**config.mk**
```make
export PLATFORM = sky130hd
export DESIGN_NAME = eeprom_loader
export DESIGN_NICKNAME = d
export VERILOG_FILES = /design/src/rtl/eeprom_loader.sv
export SDC_FILE = /design/constraint.sdc
export NUM_CORES = 1
export LEC_CHECK = 0
export ABC_AREA = 1
export BUFFER_PORTS_ARGS = -buffer_cell sky130_fd_sc_hd__buf_2
export CAP_MARGIN = 10
export CELL_PAD_IN_SITES_DETAIL_PLACEMENT = 0
export CELL_PAD_IN_SITES_GLOBAL_PLACEMENT = 1
export CORE_MARGIN = 2
export CORE_UTILIZATION = 30
export DETAILED_ROUTE_END_ITERATION = 10
export PLACE_DENSITY = 0.52
export SETUP_SLACK_MARGIN = 0.2
export SLEW_MARGIN = 30
export SYNTH_ARGS = -nofsm -noshare
export SYNTH_HDL_FRONTEND = slang
export SYNTH_SLANG_ARGS = --single-unit
```
**constraint.sdc**
```tcl
create_clock -name raw_clk -period 2.1 [get_ports raw_clk]
set_input_delay 0.315 -clock raw_clk [delete_from_list [all_inputs] [get_ports raw_clk]]
set_output_delay 0.315 -clock raw_clk [all_outputs]
set_load 0.005 [all_outputs]
```
**src/rtl/eeprom_loader.sv**
```systemverilog
// rtl/eeprom_loader.sv - boot loader copying an SPI EEPROM image into the CPU instruction ROM
module eeprom_loader #(
  parameter int ROM_DEPTH  = 2048,
  parameter int ADDR_WIDTH = 11,
  parameter int CLK_DIV    = 4
) (
  input  logic                  raw_clk,
  input  logic                  button_reset,
  input  logic                  start,
  output logic                  eeprom_cs,
  output logic                  eeprom_sck,
  output logic                  eeprom_mosi,
  input  logic                  eeprom_miso,
  output logic                  rom_we,
  output logic [ADDR_WIDTH-1:0] rom_waddr,
  output logic [7:0]            rom_wdata,
  output logic                  busy,
  output logic                  done,
  output logic                  checksum_ok
);

  // 24 command/address bits, then the image plus one trailing checksum byte
  localparam int TOTAL_BITS = 24 + 8 * (ROM_DEPTH + 1);
  localparam int BITW       = $clog2(TOTAL_BITS);
  localparam int BCW        = $clog2(ROM_DEPTH + 1);
  localparam int DIVW       = (CLK_DIV > 2) ? $clog2(CLK_DIV) : 1;

  localparam logic [DIVW-1:0] DIV_LAST = DIVW'(CLK_DIV - 1);
  localparam logic [BITW-1:0] LAST_CMD = BITW'(23);
  localparam logic [BITW-1:0] LAST_BIT = BITW'(TOTAL_BITS - 1);
  localparam logic [BCW-1:0]  DEPTH_C  = BCW'(ROM_DEPTH);

  typedef enum logic [2:0] {IDLE, CMD, READ, FINISH, DONE} state_t;

  state_t                state_q, state_d;
  logic [DIVW-1:0]       div_q, div_d;
  logic                  sck_q, sck_d;
  logic                  cs_q, cs_d;
  logic [23:0]           cmd_sr_q, cmd_sr_d;
  logic [BITW-1:0]       bit_q, bit_d;
  logic [2:0]            rbit_q, rbit_d;
  logic [7:0]            shift_q, shift_d;
  logic                  byte_done_q, byte_done_d;
  logic [BCW-1:0]        byte_cnt_q, byte_cnt_d;
  logic [7:0]            acc_q, acc_d;
  logic                  rom_we_q, rom_we_d;
  logic [ADDR_WIDTH-1:0] rom_waddr_q, rom_waddr_d;
  logic [7:0]            rom_wdata_q, rom_wdata_d;
  logic                  busy_q, busy_d;
  logic                  done_q, done_d;
  logic                  ok_q, ok_d;

  logic go, shifting, tick, rise, fall;

  // start is only honoured while no transfer is running
  assign go       = start && (state_q == IDLE || state_q == DONE);
  assign shifting = (state_q == CMD) || (state_q == READ);
  assign tick     = (div_q == DIV_LAST);
  // rise is the edge that samples MISO, fall is the edge that advances MOSI
  assign rise     = shifting && tick && !sck_q;
  assign fall     = shifting && tick && sck_q;

  // state register
  always_ff @(posedge raw_clk or negedge button_reset) begin
    if (!button_reset) state_q <= IDLE;
    else               state_q <= state_d;
  end

  // next-state logic: phase changes happen on the SCK fall that ends a bit
  always_comb begin
    state_d = state_q;
    case (state_q)
      IDLE, DONE: if (go) state_d = CMD;
      CMD:        if (fall && bit_q == LAST_CMD) state_d = READ;
      READ:       if (fall && bit_q == LAST_BIT) state_d = FINISH;
      FINISH:     if (tick) state_d = DONE;
      default:    state_d = IDLE;
    endcase
  end

  // output and datapath next values
  always_comb begin
    div_d       = div_q;
    sck_d       = sck_q;
    cs_d        = cs_q;
    cmd_sr_d    = cmd_sr_q;
    bit_d       = bit_q;
    rbit_d      = rbit_q;
    shift_d     = shift_q;
    byte_done_d = 1'b0;
    byte_cnt_d  = byte_cnt_q;
    acc_d       = acc_q;
    rom_we_d    = 1'b0;
    rom_waddr_d = rom_waddr_q;
    rom_wdata_d = rom_wdata_q;
    busy_d      = busy_q;
    done_d      = done_q;
    ok_d        = ok_q;

    if (go) begin
      cs_d       = 1'b0;
      busy_d     = 1'b1;
      done_d     = 1'b0;
      ok_d       = 1'b0;
      acc_d      = 8'h00;
      byte_cnt_d = '0;
      div_d      = '0;
      sck_d      = 1'b0;
      cmd_sr_d   = 24'h030000;
      bit_d      = '0;
      rbit_d     = 3'd0;
      shift_d    = 8'h00;
    end

    if (shifting || state_q == FINISH) begin
      div_d = tick ? '0 : div_q + DIVW'(1);
    end

    if (rise || fall) begin
      sck_d = ~sck_q;
    end

    // MOSI is the top bit of the command shifter; it drains to zero during READ
    if (fall) begin
      cmd_sr_d = {cmd_sr_q[22:0], 1'b0};
      bit_d    = bit_q + BITW'(1);
    end

    if (rise && state_q == READ) begin
      shift_d     = {shift_q[6:0], eeprom_miso};
      rbit_d      = rbit_q + 3'd1;
      byte_done_d = (rbit_q == 3'd7);
    end

    // a completed byte is summed; all but the trailing checksum byte go to ROM
    if (byte_done_q) begin
      acc_d = acc_q + shift_q;
      if (byte_cnt_q != DEPTH_C) begin
        rom_we_d    = 1'b1;
        rom_waddr_d = ADDR_WIDTH'(byte_cnt_q);
        rom_wdata_d = shift_q;
        byte_cnt_d  = byte_cnt_q + BCW'(1);
      end
    end

    if (state_q == FINISH && tick) begin
      cs_d   = 1'b1;
      busy_d = 1'b0;
      done_d = 1'b1;
      ok_d   = (acc_q == 8'h00);
    end
  end

  // datapath and output registers
  always_ff @(posedge raw_clk or negedge button_reset) begin
    if (!button_reset) begin
      div_q       <= '0;
      sck_q       <= 1'b0;
      cs_q        <= 1'b1;
      cmd_sr_q    <= 24'h000000;
      bit_q       <= '0;
      rbit_q      <= 3'd0;
      shift_q     <= 8'h00;
      byte_done_q <= 1'b0;
      byte_cnt_q  <= '0;
      acc_q       <= 8'h00;
      rom_we_q    <= 1'b0;
      rom_waddr_q <= '0;
      rom_wdata_q <= 8'h00;
      busy_q      <= 1'b0;
      done_q      <= 1'b0;
      ok_q        <= 1'b0;
    end else begin
      div_q       <= div_d;
      sck_q       <= sck_d;
      cs_q        <= cs_d;
      cmd_sr_q    <= cmd_sr_d;
      bit_q       <= bit_d;
      rbit_q      <= rbit_d;
      shift_q     <= shift_d;
      byte_done_q <= byte_done_d;
      byte_cnt_q  <= byte_cnt_d;
      acc_q       <= acc_d;
      rom_we_q    <= rom_we_d;
      rom_waddr_q <= rom_waddr_d;
      rom_wdata_q <= rom_wdata_d;
      busy_q      <= busy_d;
      done_q      <= done_d;
      ok_q        <= ok_d;
    end
  end

  assign eeprom_cs   = cs_q;
  assign eeprom_sck  = sck_q;
  assign eeprom_mosi = cmd_sr_q[23];
  assign rom_we      = rom_we_q;
  assign rom_waddr   = rom_waddr_q;
  assign rom_wdata   = rom_wdata_q;
  assign busy        = busy_q;
  assign done        = done_q;
  assign checksum_ok = ok_q;

endmodule

```
After elaboration in Yosys (flattened, before gate mapping)
Index checks and enable logic that the tools add are counted.

storage, ports and cells
  bits of input ports = 4
  word-level logic and storage cells = 89
  bits in registers = 101

operators by class
  reductions and logical operators = 24
  add/sub/neg operators = 5
  multiplexer cells = 29
  equality and inequality tests = 13
  bitwise operators = 1

operator list
  kind                     count
  $mux W24                 2
  $mux W12                 3
  $mux W15                 2
  $mux W8                  3
  $mux W3                  6
  $add A15 B1 Y15 const B  1
  $eq A15 B15 Y1 const B   1
  $eq A15 B5 Y1 const B    1
  $add A12 B1 Y12 const B  1
  $ne A12 B12 Y1 const B   1
  $pmux W3 S4              1
  $reduce_bool A2 Y1       6
  $mux W1                  9
  $add A8 B8 Y8            1
  $logic_and A1 B1 Y1      8
  $logic_not A8 Y1         1
  $eq A3 B2 Y1 const B     2
  $eq A3 B3 Y1 const B     2
  $mux W2                  3
  $ne A2 B2 Y1 const B     3
  $logic_or A1 B1 Y1       4
  $reduce_and A4 Y1        1
  $add A3 B1 Y3 const B    1
  $eq A3 B1 Y1 const B     1
  8 further kinds          8

Longest topological paths before layout
  depth in word-level cells = 7
  gate-level depth with buffers = 9
  depth with buffers taken out = 9

Worst setup path after synthesis
No wires, ideal clock.

  path type = reg2reg
  start point = reg shift_q[0]
  end point = reg acc_q[4]
  data required time = 1977 ps
  period minus slack after synthesis = 1428 ps
  path buffers = 0
  data arrival time = 1305 ps
  path slack = 672 ps
  stages on the path, launching flop included = 7
  setup time = 123 ps
  cells stage by stage = dfrtp_1 -> ha_1 -> fa_1 -> nand3_1 -> nand2_1 -> o21ai_0 -> nand2_1

on the way
  longest elaborated chain between the ends = 2

RTL lines
  item                    RTL line  RTL
  from (decl)             42        logic [7:0] shift_q, shift_d;
  from (signal assigned)  180       shift_q <= shift_d;
  $add A8 B8 Y8           137       acc_d = acc_q + shift_q;
  $mux W8                 136       if (byte_done_q) begin
  to (signal assigned)    166       acc_q <= 8'h00;
  to (signal assigned)    183       acc_q <= acc_d;
  to (decl)               45        logic [7:0] acc_q, acc_d;

No other way between the ends.
A chain may end at the register's enable or synchronous reset.

Final worst setup path
  start point = reg state_q[2]
  end point = reg cmd_sr_q[23]

on the way
  longest elaborated chain between the ends = 5

RTL lines
  item                                                   RTL line  RTL
  from (decl)                                            35        state_t state_q, state_d;
  from (signal assigned)                                 66        else state_q <= state_d;
  $eq A3 B1 Y1 / $eq A3 B2 Y1 (equally long branches)    57        assign shifting = (state_q == CMD) || (state_q == READ);
  $logic_or A1 B1 Y1                                     57
  $logic_and A1 B1 Y1 (2 in a row)                       61        assign fall = shifting && tick && sck_q;
  $mux W24 / $reduce_bool A2 Y1 (equally long branches)  --
  to (signal assigned)                                   177       cmd_sr_q <= cmd_sr_d;
  to (decl)                                              39        logic [23:0] cmd_sr_q, cmd_sr_d;

Parallel ways exist; a longest one is shown, timed or not.

==> results.json <==
{
  "final_cell_mix": "nand2_1, dfrtp_1, inv_1",
  "cellLeakagePower_uw": 0.00249,
  "cap_violations": 0,
  "rsz0062_at_grt": "false",
  "insertion_delay_ns": 0.34,
  "dr.first_iter.drc_count": 150,
  "ctsHoldBuffers": 1,
  "die_w_um": 123,
  "synth_area_um2": 4220,
  "place.gp.congestion": 0.761,
  "wl_per_cell_um": 13.6,
  "max_freq_mhz": 610,
  "die_y_um": 123,
  "antenna_found_initial": 0,
  "p_int_uw": 2900,
  "max_slew_margin": 0.713,
  "dieArea_um2": 15000,
  "cp-start-kind": "register",
  "pwr-share-comb": 0.177,
  "cts.sinks": 85,
  "ant_nets": 0,
  "pwr-share-seq": 0.443,
  "groute.usage.overall": 0.149,
  "crit_fanout": 13,
  "tns_ns": 0,
  "grt_max_degree": 37,
  "hold_path_depth": 3,
  "drc": 0,
  "drive_above_1_share": 0.128,
  "final.period_utilization": 0.781,
  "portBuffers": 29,
  "firstDrtPassIters": 4,
  "synth-edff-count": 0,
  "worstMarginPinSlew_ns": 0.426,
  "fin_crit_ns": 1.64,
  "synth-seq-cells": 85,
  "ir_drop_mv": 0.456,
  "synth_seq_area_share": 0.505,
  "wl_um": 9970,
  "worstPathArrival_ns": 1.86,
  "gr-total-overflow": 0,
  "syn_avg_cell_area_um2": 8.25,
  "postCtsSetupRepairBufs": 0,
  "cts_tree": "built",
  "dp_cells": 717,
  "rows": 43,
  "finClkSkew_ns": 0.00443,
  "final_cells": 733,
  "final_common_cell": "nand2_1",
  "maxSlewViolCount": 0,
  "cts-root-buf": "clkbuf_16",
  "fillers": 1450,
  "power.density_nw_per_um2": 852,
  "routed-via-count": 3385,
  "hpwlAfterDp_um": 7230,
  "worst_r2r_path_depth": 8,
  "endpoint_kind": "register",
  "syn-num-nets": 529,
  "hold-worst-slack_ns": 0.249,
  "final-hold-violation-count": 0,
  "io_pins": 30,
  "switchingPower_uw": 1270,
  "switching_share": 0.304,
  "clk_pin_slew_ns": 0.06,
  "ys_types": 33,
  "design.core.area_um2": 13800,
  "ys_warn_count": 0,
  "clockBufferDepth": 2,
  "ys.flop_type": "dfrtp_1",
  "initial_core_util": 0.305,
  "h-tree-depth": 3,
  "synthArstFlopShare": 1.00,
  "worst-setup-path-type": "register to register",
  "fin_nets": 567,
  "via_per_inst": 4.62,
  "syn-instance-count": 511,
  "grt_pass1_vias": 3362,
  "p_clk_frac": 0.380,
  "crit_required_ns": 2.32,
  "antenna_cells": 0,
  "cts-resized-gates": 0,
  "setup_violations": 0,
  "grt_pass1_wl_um": 17200,
  "min_path_type": "input port to register",
  "status": "completed",
  "synthToLayoutAreaGrowth_pct": 16.1,
  "cts_buffers": 9
}
[metrics by stage]
| stage | utilization | cell area [um^2] | total power, uW | setup slack (ns) |
|---|---|---|---|---|
| floorplan | - | 4220 | 2370 | 0.672 |
| global placement | 0.333 | 4600 | 2630 | 0.429 |
| detailed placement | 0.333 | 4600 | 2630 | 0.449 |
| CTS | 0.354 | 4900 | 4250 | 0.441 |
| global route | 0.354 | 4900 | 4430 | 0.246 |
| finish | 0.354 | 4900 | 4170 | 0.460 |
[power groups by stage]
stage | Clock [uW] | Sequential [uW] | Combinational [uW]
6_report | 1580 | 1850 | 739
5_1_grt | 1710 | 1870 | 850
4_1_cts | 1650 | 1850 | 758
3_5_place_dp | 0 | 1880 | 755
3_3_place_gp | 0 | 1880 | 759
2_1_floorplan | 0 | 1870 | 507
[registers in the layout, summed over array words and instances (netlist names)]
register and flops:
acc_q 8, bit_q 15, busy 1, byte_cnt_q 12, byte_done_q 1, checksum_ok 1
cmd_sr_q 8, div_q 2, done 1, eeprom_cs 1, eeprom_sck 1, rbit_q 3
rom_waddr 11, rom_wdata 8, rom_we 1, shift_q 8, state_q 3
[kinds of logic after synthesis]
kind of cell / after synthesis / synth area share
compound gates: 77 / 0.102
xor+xnor: 10 / 0.0208
fa+ha+maj: 14 / 0.0433
buf+inv: 81 / 0.0792
flops: 85 / 0.505
simple gates: 244 / 0.250
[Yosys cell counts (2+ instances only)]
cell type	number	area [um^2]
inv_1	63	236
inv_2	5	18.8
buf_2	4	20.0
buf_4	4	30.0
xor2_1	8	70.1
nand2_1	133	499
clkbuf_1	3	11.3
a21oi_1	9	45.0
nand3_1	47	235
nand2_2	4	25.0
nor4_1	3	18.8
nand4_1	7	43.8
o21ai_0	40	200
o211ai_1	2	15.0
ha_1	13	163
dfrtp_1	84	2100
nor2_4	2	22.5
o22ai_1	13	81.3
o31ai_1	5	37.5
nand3_2	3	30.0
nor2_1	38	143
nor3_1	5	25.0
o21ai_1	5	25.0
xnor2_1	2	17.5
[per-layer routing]
layer / share of wire / GRT usage / wire length [um] / vias up
li1: - / - / - / 1745
met1: 0.48 / 0.200 / 4820 / 1589
met2: 0.47 / 0.239 / 4730 / 37
met3: 0.024 / 0.0265 / 239 / 14
met4: 0.018 / 0.0560 / 184 / 0
met5: 0 / 0 / 0 / -
[critical path: stages (launching register included)]
cell and delay [ns]:
dfrtp_1 0.37, inv_1 0.15, nand3_2 0.12, nand2_2 0.11, nand3_2 0.14, nand2_2 0.29
inv_2 0.17, nand2_1 0.08, o21ai_0 0.07
[area by class of cell]
cell class | count | area [um^2] | share of cell area
flip-flops and latches | 85 | 2130 | 0.435
clock buffers | 9 | 225 | 0.0460
inverters | 69 | 262 | 0.0534
multi-input cells | 345 | 1760 | 0.358
well taps | 180 | 225 | 0.0460
clock inverters | 6 | 63.8 | 0.0130
repair buffers | 39 | 238 | 0.0485
[worst paths after layout]
| path | from | endpoint | slack, ns |
|---|---|---|---|
| worst max-delay path | state_q[2]$_DFFE_PN0P_ | cmd_sr_q[23]$_DFFE_PN0P_ | 0.46 |
| worst min-delay path | eeprom_miso | shift_q[0]$_DFFE_PN0P_ | 0.25 |
| worst max register to register | state_q[2]$_DFFE_PN0P_ | cmd_sr_q[23]$_DFFE_PN0P_ | 0.46 |
| worst min register to register | eeprom_cs$_DFFE_PN1P_ | eeprom_cs$_DFFE_PN1P_ | 0.46 |
| max in group asynchronous | button_reset | bit_q[9]$_DFFE_PN0P_ | 1.00 |
| min in group asynchronous | button_reset | rom_wdata[7]$_DFFE_PN0P_ | 0.44 |
(Power assumes the default switching activity.)
